### config.mk
export PLATFORM = sky130hd
export DESIGN_NAME = fetch_sequencer
export DESIGN_NICKNAME = d
export VERILOG_FILES = /design/src/rtl/fetch_sequencer.sv
export SDC_FILE = /design/constraint.sdc
export NUM_CORES = 1
export LEC_CHECK = 0
export BUFFER_PORTS_ARGS = -buffer_cell sky130_fd_sc_hd__buf_2
export CAP_MARGIN = 20
export CORE_AREA = 2 2 39 41
export DETAILED_ROUTE_END_ITERATION = 10
export DIE_AREA = 0 0 41 43
export PLACE_DENSITY = 0.72
export SYNTH_ARGS = -nofsm -noshare
export SYNTH_HDL_FRONTEND = slang
export SYNTH_SLANG_ARGS = --single-unit
### constraint.sdc
create_clock -name fetch_clock_in -period 1.35 [get_ports fetch_clock_in]
set_input_delay 0.135 -clock fetch_clock_in [delete_from_list [all_inputs] [get_ports fetch_clock_in]]
set_output_delay 0.135 -clock fetch_clock_in [all_outputs]
set_load 0.05 [all_outputs]
### src/rtl/fetch_sequencer.sv
// rtl/fetch_sequencer.sv - instruction fetch request/response sequencer with redirect handling
// Optional response watchdog enabled by defining FETCH_TIMEOUT_EN.
module fetch_sequencer #(
    parameter int TIMEOUT_W = 8
) (
    input  logic       fetch_clock_in,
    input  logic       fetch_reset_in,
    input  logic       fetch_run_in,
    input  logic       fetch_offset_flag_in,
    input  logic       fetch_target_flag_in,
    input  logic       fetch_prediction_flag_in,
    input  logic       fetch_ins_mem_ready_in,
    input  logic       fetch_ins_mem_rsp_valid_in,
    input  logic       fetch_dec_stall_in,
    output logic       fetch_ins_mem_valid_out,
    output logic       fetch_pc_set_out,
    output logic [1:0] fetch_pc_sel_out,
    output logic       fetch_if_dec_set_out,
    output logic       fetch_if_dec_flush_out,
    output logic [1:0] fetch_state_out,
    output logic       fetch_timeout_out
);

    typedef enum logic [1:0] {
        S_IDLE    = 2'b00,
        S_REQUEST = 2'b01,
        S_WAIT    = 2'b10,
        S_HOLD    = 2'b11
    } state_t;

    state_t     r_state;
    state_t     w_state_next;
    logic       r_pend_vld;
    logic [1:0] r_pend_sel;
    logic       r_pc_set;
    logic [1:0] r_pc_sel;
    logic       r_if_dec_set;
    logic       r_flush;

    logic       w_flag_any;
    logic [1:0] w_flag_sel;
    logic       w_active;
    logic       w_pend_vld;
    logic [1:0] w_pend_sel;
    logic       w_pend_clr;
    logic       w_pc_set_nxt;
    logic [1:0] w_pc_sel_nxt;
    logic       w_if_dec_set_nxt;
    logic       w_flush_nxt;
    logic       w_timeout_hit;

    // A flag arriving this cycle overrides any older pending redirect.
    assign w_flag_any = fetch_target_flag_in | fetch_offset_flag_in | fetch_prediction_flag_in;
    assign w_flag_sel = fetch_target_flag_in ? 2'b10 :
                        fetch_offset_flag_in ? 2'b01 : 2'b11;
    assign w_active   = (r_state != S_IDLE);
    assign w_pend_vld = r_pend_vld | w_flag_any;
    assign w_pend_sel = w_flag_any ? w_flag_sel : r_pend_sel;

    always_comb begin
        w_state_next     = r_state;
        w_pend_clr       = 1'b0;
        w_pc_set_nxt     = 1'b0;
        w_pc_sel_nxt     = 2'b00;
        w_if_dec_set_nxt = 1'b0;
        w_flush_nxt      = 1'b0;
        case (r_state)
            S_IDLE: begin
                if (fetch_run_in) w_state_next = S_REQUEST;
            end
            S_REQUEST: begin
                if (fetch_ins_mem_ready_in) w_state_next = S_WAIT;
            end
            S_WAIT: begin
                if (fetch_ins_mem_rsp_valid_in) begin
                    if (w_pend_vld) begin
                        w_flush_nxt  = 1'b1;
                        w_pc_set_nxt = 1'b1;
                        w_pc_sel_nxt = w_pend_sel;
                        w_pend_clr   = 1'b1;
                        w_state_next = fetch_run_in ? S_REQUEST : S_IDLE;
                    end else if (fetch_dec_stall_in) begin
                        w_state_next = S_HOLD;
                    end else begin
                        w_if_dec_set_nxt = 1'b1;
                        w_pc_set_nxt     = 1'b1;
                        w_state_next     = fetch_run_in ? S_REQUEST : S_IDLE;
                    end
                end else if (w_timeout_hit) begin
                    w_state_next = S_REQUEST;
                end
            end
            S_HOLD: begin
                if (w_pend_vld) begin
                    w_flush_nxt  = 1'b1;
                    w_pc_set_nxt = 1'b1;
                    w_pc_sel_nxt = w_pend_sel;
                    w_pend_clr   = 1'b1;
                    w_state_next = fetch_run_in ? S_REQUEST : S_IDLE;
                end else if (!fetch_dec_stall_in) begin
                    w_if_dec_set_nxt = 1'b1;
                    w_pc_set_nxt     = 1'b1;
                    w_state_next     = fetch_run_in ? S_REQUEST : S_IDLE;
                end
            end
            default: w_state_next = S_IDLE;
        endcase
    end

    always_ff @(posedge fetch_clock_in or negedge fetch_reset_in) begin
        if (!fetch_reset_in) begin
            r_state      <= S_IDLE;
            r_pend_vld   <= 1'b0;
            r_pend_sel   <= 2'b00;
            r_pc_set     <= 1'b0;
            r_pc_sel     <= 2'b00;
            r_if_dec_set <= 1'b0;
            r_flush      <= 1'b0;
        end else begin
            r_state      <= w_state_next;
            r_pc_set     <= w_pc_set_nxt;
            r_pc_sel     <= w_pc_sel_nxt;
            r_if_dec_set <= w_if_dec_set_nxt;
            r_flush      <= w_flush_nxt;
            if (w_pend_clr) begin
                r_pend_vld <= 1'b0;
                r_pend_sel <= 2'b00;
            end else if (w_flag_any && w_active) begin
                r_pend_vld <= 1'b1;
                r_pend_sel <= w_flag_sel;
            end
        end
    end

`ifdef FETCH_TIMEOUT_EN
    logic [TIMEOUT_W-1:0] r_wd_cnt;
    logic [TIMEOUT_W-1:0] w_wd_cnt_nxt;
    logic                 r_timeout;

    // Fires on the WAIT cycle whose increment would reach all-ones.
    assign w_wd_cnt_nxt  = r_wd_cnt + 1'b1;
    assign w_timeout_hit = (r_state == S_WAIT) && !fetch_ins_mem_rsp_valid_in
                           && (w_wd_cnt_nxt == {TIMEOUT_W{1'b1}});

    always_ff @(posedge fetch_clock_in or negedge fetch_reset_in) begin
        if (!fetch_reset_in) begin
            r_wd_cnt  <= '0;
            r_timeout <= 1'b0;
        end else begin
            if ((r_state == S_WAIT) && !fetch_ins_mem_rsp_valid_in && !w_timeout_hit)
                r_wd_cnt <= w_wd_cnt_nxt;
            else
                r_wd_cnt <= '0;
            if (w_timeout_hit) r_timeout <= 1'b1;
        end
    end

    assign fetch_timeout_out = r_timeout;
`else
    // Watchdog absent: a zero width is the only way it could ever fire.
    assign w_timeout_hit     = (TIMEOUT_W == 0);
    assign fetch_timeout_out = 1'b0;
`endif

    assign fetch_ins_mem_valid_out = (r_state == S_REQUEST);
    assign fetch_pc_set_out        = r_pc_set;
    assign fetch_pc_sel_out        = r_pc_sel;
    assign fetch_if_dec_set_out    = r_if_dec_set;
    assign fetch_if_dec_flush_out  = r_flush;
    assign fetch_state_out         = r_state;

endmodule

==> flow_metrics.tcl <==
set metrics [dict create \
    status "finished clean" \
    wire_per_inst_um 12.53 \
    timing.critical_path.arrival_ns 1.11 \
    final_area_um2 595.6 \
    syn_nets 49 \
    clock_tree_from_tritoncts "done" \
    cellLeakagePower_nw 0.2931 \
    postSynthAreaPerCell_um2 10.73 \
    cts.reportedPaths.clkPinSlew_ns 0.07 \
    fillers 134 \
    first_pass_iters 4 \
    finalWorstSetupSlack_ns 0.1041 \
    drt_first_iter_violations 8 \
    cts_buffer_count 3 \
    finalSetupTns_ns 0 \
    power_per_cell_area_mw_per_mm2 2643 \
    io_buffers 16 \
    vias 394 \
    cts-htree-levels 1 \
    postSynthCellCount 40 \
    route.detailed.vias_per_inst 5.051 \
    critical_path.max_fanout 7 \
    clock_power_share_pct 17.5 \
    synth-xor-area-share_pct 0 \
    clock-skew-final_ns 0.002381 \
    pin_count_of_the_biggest_net_entering_global_routing 11 \
    ctsLongestPathBuffers 2 \
    grt_pass1_vias 367 \
    ys_seq_area_share_pct 58.31 \
    globalRouteTotalUtil_pct 13.78 \
    synth_top_family_by_area "simple AND/OR/NAND/NOR gates" \
    drc 0 \
    worst_setup_path_start_kind "flop" \
    fp.dieArea_mm2 0.001763 \
    final_cells 78 \
    grt_pass1_wl_um 1538 \
    timing.critical_path.required_ns 1.22 \
    area_delta_synth_final_pct 38.78 \
    die_height_um 43 \
    std_cell_rows 14 \
    p_total_mw 1.574 \
    timing.setup.critical_path_class "reg2out" \
    netlist-cell-type-count 17 \
    dpl_cell_area_um2 544.3 \
    timing.final.crit_share_pct 92.29 \
    setup_repair_after_global_routing_missed_its_margin "false" \
    worst_setup_path_startpoint "fetch_state_out[1]$_DFFE_PN0P_" \
    detailedPlace.worstSlack_ns 0.008497 \
    ir_drop_uv 908.3 \
    synth.area.mux_share_pct 0 \
    post-cts-setup-buffers 0 \
    post_synth_and_or_nand_nor_area_fraction_pct 20.70 \
    pwr-share-comb_pct 49.9 \
    synth_top_area_cell "dfrtp_1" \
    cp-endpoint "fetch_ins_mem_valid_out" \
    share_seq_of_total_power_pct 32.6 \
    post-route-min-period_ns 1.246 \
    drt_wl_total_um 977 \
    initial_utilization_pct 31.01 \
    whs_ns 0.04174 \
    post-route-util_pct 43.04 \
    die_width_um 41 \
    setup.reg_to_reg.worst_slack_ns 0.11 \
    place_congestion 0.7190 \
    route.antenna.remaining_nets 0 \
    ys_warns 0 \
    synthAdderAreaFrac_pct 0 \
    setup_viol 0 \
    grt_antenna_before_repair 0 \
    clock_insertion_delay_worst_skew_ns 0.27 \
    synthesis.area_um2 429.2 \
    cts_root_buffer "clkbuf_4" \
    grt_remaining_overflow 0 \
    synth.ff_latch_count 10 \
    placeableCoreArea_mm2 0.001384 \
    io-pin-count 18 \
    drive_gt1_share_pct 43.55 \
    hold_path_depth 2 \
    cap_violations 0 \
    post_synthesis_compound_gate_area_fraction_pct 18.37 \
    reg2reg_to "fetch_pc_sel_out[0]$_DFF_PN0_" \
    share_of_yosys_cell_area_claimed_by_the_top_area_cell_type_pct 58.31 \
    finalHoldViolations 0 \
    synthTopCellsByArea "dfrtp_1, a21oi_1, nor2_1" \
    fmax_ghz 0.8027 \
    place.detailed.hpwl_um 724.3 \
    intPower_mw 0.8370 \
    slew_violations 0 \
    end_kind "output pin" \
    worst_reg2reg_path_length_in_cells 3 \
    p_sw_share_pct 46.83 \
    nNetsFinal 72 \
    antenna_cells_inserted 0 \
    clkSinkCount 10 \
    hold_path.class "in2reg" \
    worst_r2r_startpoint "r_pend_vld$_DFFE_PN0P_" \
    dpl.cell_count 73 \
    p_switching_mw 0.7372 \
]
==> flip-flops by register name, summed over array words and instances, names as in the netlist <==
name / count
fetch_if_dec_flush_out: 1
fetch_if_dec_set_out: 1
fetch_pc_sel_out: 2
fetch_pc_set_out: 1
fetch_state_out: 2
r_pend_sel: 2
r_pend_vld: 1
==> worst min path at each step <==
stage,startpoint,slack (ns),end
after floorplan,fetch_reset_in,-0.16,fetch_if_dec_flush_out$_DFF_PN0_
after global placement,fetch_reset_in,-0.00003,fetch_pc_sel_out[0]$_DFF_PN0_
after detailed placement,fetch_reset_in,0.007,fetch_pc_set_out$_DFF_PN0_
after CTS,fetch_dec_stall_in,0.04,fetch_if_dec_set_out$_DFF_PN0_
after global routing,fetch_dec_stall_in,0.05,fetch_if_dec_set_out$_DFF_PN0_
final,fetch_dec_stall_in,0.04,fetch_if_dec_set_out$_DFF_PN0_
==> cells by family (layout without fill, tap and decap cells) <==
kind of cell	after synthesis	count (layout)
simple gates	16	16
compound gates	12	12
flops	10	10
other cells	1	1
buf+inv	1	23
==> synth_stat cells (all sizes together) <==
master   number
dfrtp        10
nor2          5
a21oi         4
nor3          3
nand2         2
nor2b         2
o21a          2
o21ai         2
o2bb2ai       2
and2          1
and2b         1
buf           1
conb          1
nor3b         1
o22ai         1
o32a          1
or4           1
==> critical path, cell delays in order (launching register included) <==
cell	delay [ns]
dfrtp_1	0.47
nor2b_4	0.12
buf_2	0.25
==> placed cells by master (no fill, tap or decap) <==
| cell | synthesis | routed |
|---|---|---|
| buf_2 | 0 | 16 |
| dfrtp_1 | 10 | 9 |
| nor2_1 | 5 | 5 |
| nor3_1 | 3 | 3 |
| a21oi_1 | 4 | 3 |
| clkbuf_4 | 0 | 3 |
| o21a_1 | 2 | 2 |
| o21ai_0 | 2 | 2 |
| nand2_1 | 2 | 2 |
| o2bb2ai_1 | 2 | 2 |
| buf_4 | 1 | 2 |
| or4_4 | 1 | 1 |
| and2_4 | 1 | 1 |
| nor2b_4 | 0 | 1 |
| nor2b_1 | 2 | 1 |
| nor3b_1 | 1 | 1 |
| o22ai_1 | 1 | 1 |
| o32a_1 | 1 | 1 |
| a21oi_2 | 0 | 1 |
| and2b_1 | 1 | 1 |
| conb_1 | 1 | 1 |
| clkbuf_8 | 0 | 1 |
| dfrtp_2 | 0 | 1 |
| dlygate4sd3_1 | 0 | 1 |
==> layout make-up <==
type	count	area, µm²	area share (%)
tap	16	20.02	3.361
sequential	10	251.5	42.23
timing repair buffer	19	105.1	17.65
clock buffer	4	36.28	6.092
multi-input combinational	29	182.7	30.67
==> metal layers <==
metal / wire, µm / track usage (%) / up-vias
met5: 0 / 0 / -
met4: 27 / 8.000 / 0
met3: 81 / 7.853 / 4
met2: 456 / 20.63 / 19
met1: 412 / 14.24 / 187
li1: - / - / 184
==> what timing repair did <==
item / CTS / global route
cloned: 0 / 0
hold endpoints to repair: 10 / 0
pin swaps: 0 / 1
resized for setup: 1 / 1
setup endpoints to repair: 2 / 2
hold buffers: 1 / 0
==> power groups by stage <==
stage / clock (mW) / combinational, mW / sequential, mW
6_report: 0.275 / 0.785 / 0.514
4_1_cts: 0.280 / 0.787 / 0.511
3_5_place_dp: 0 / 0.772 / 0.517
3_3_place_gp: 0 / 0.758 / 0.509
5_1_grt: 0.299 / 0.833 / 0.534
2_1_floorplan: 0 / 0.305 / 0.770
No activity file was read; power rests on OpenSTA's default activity.
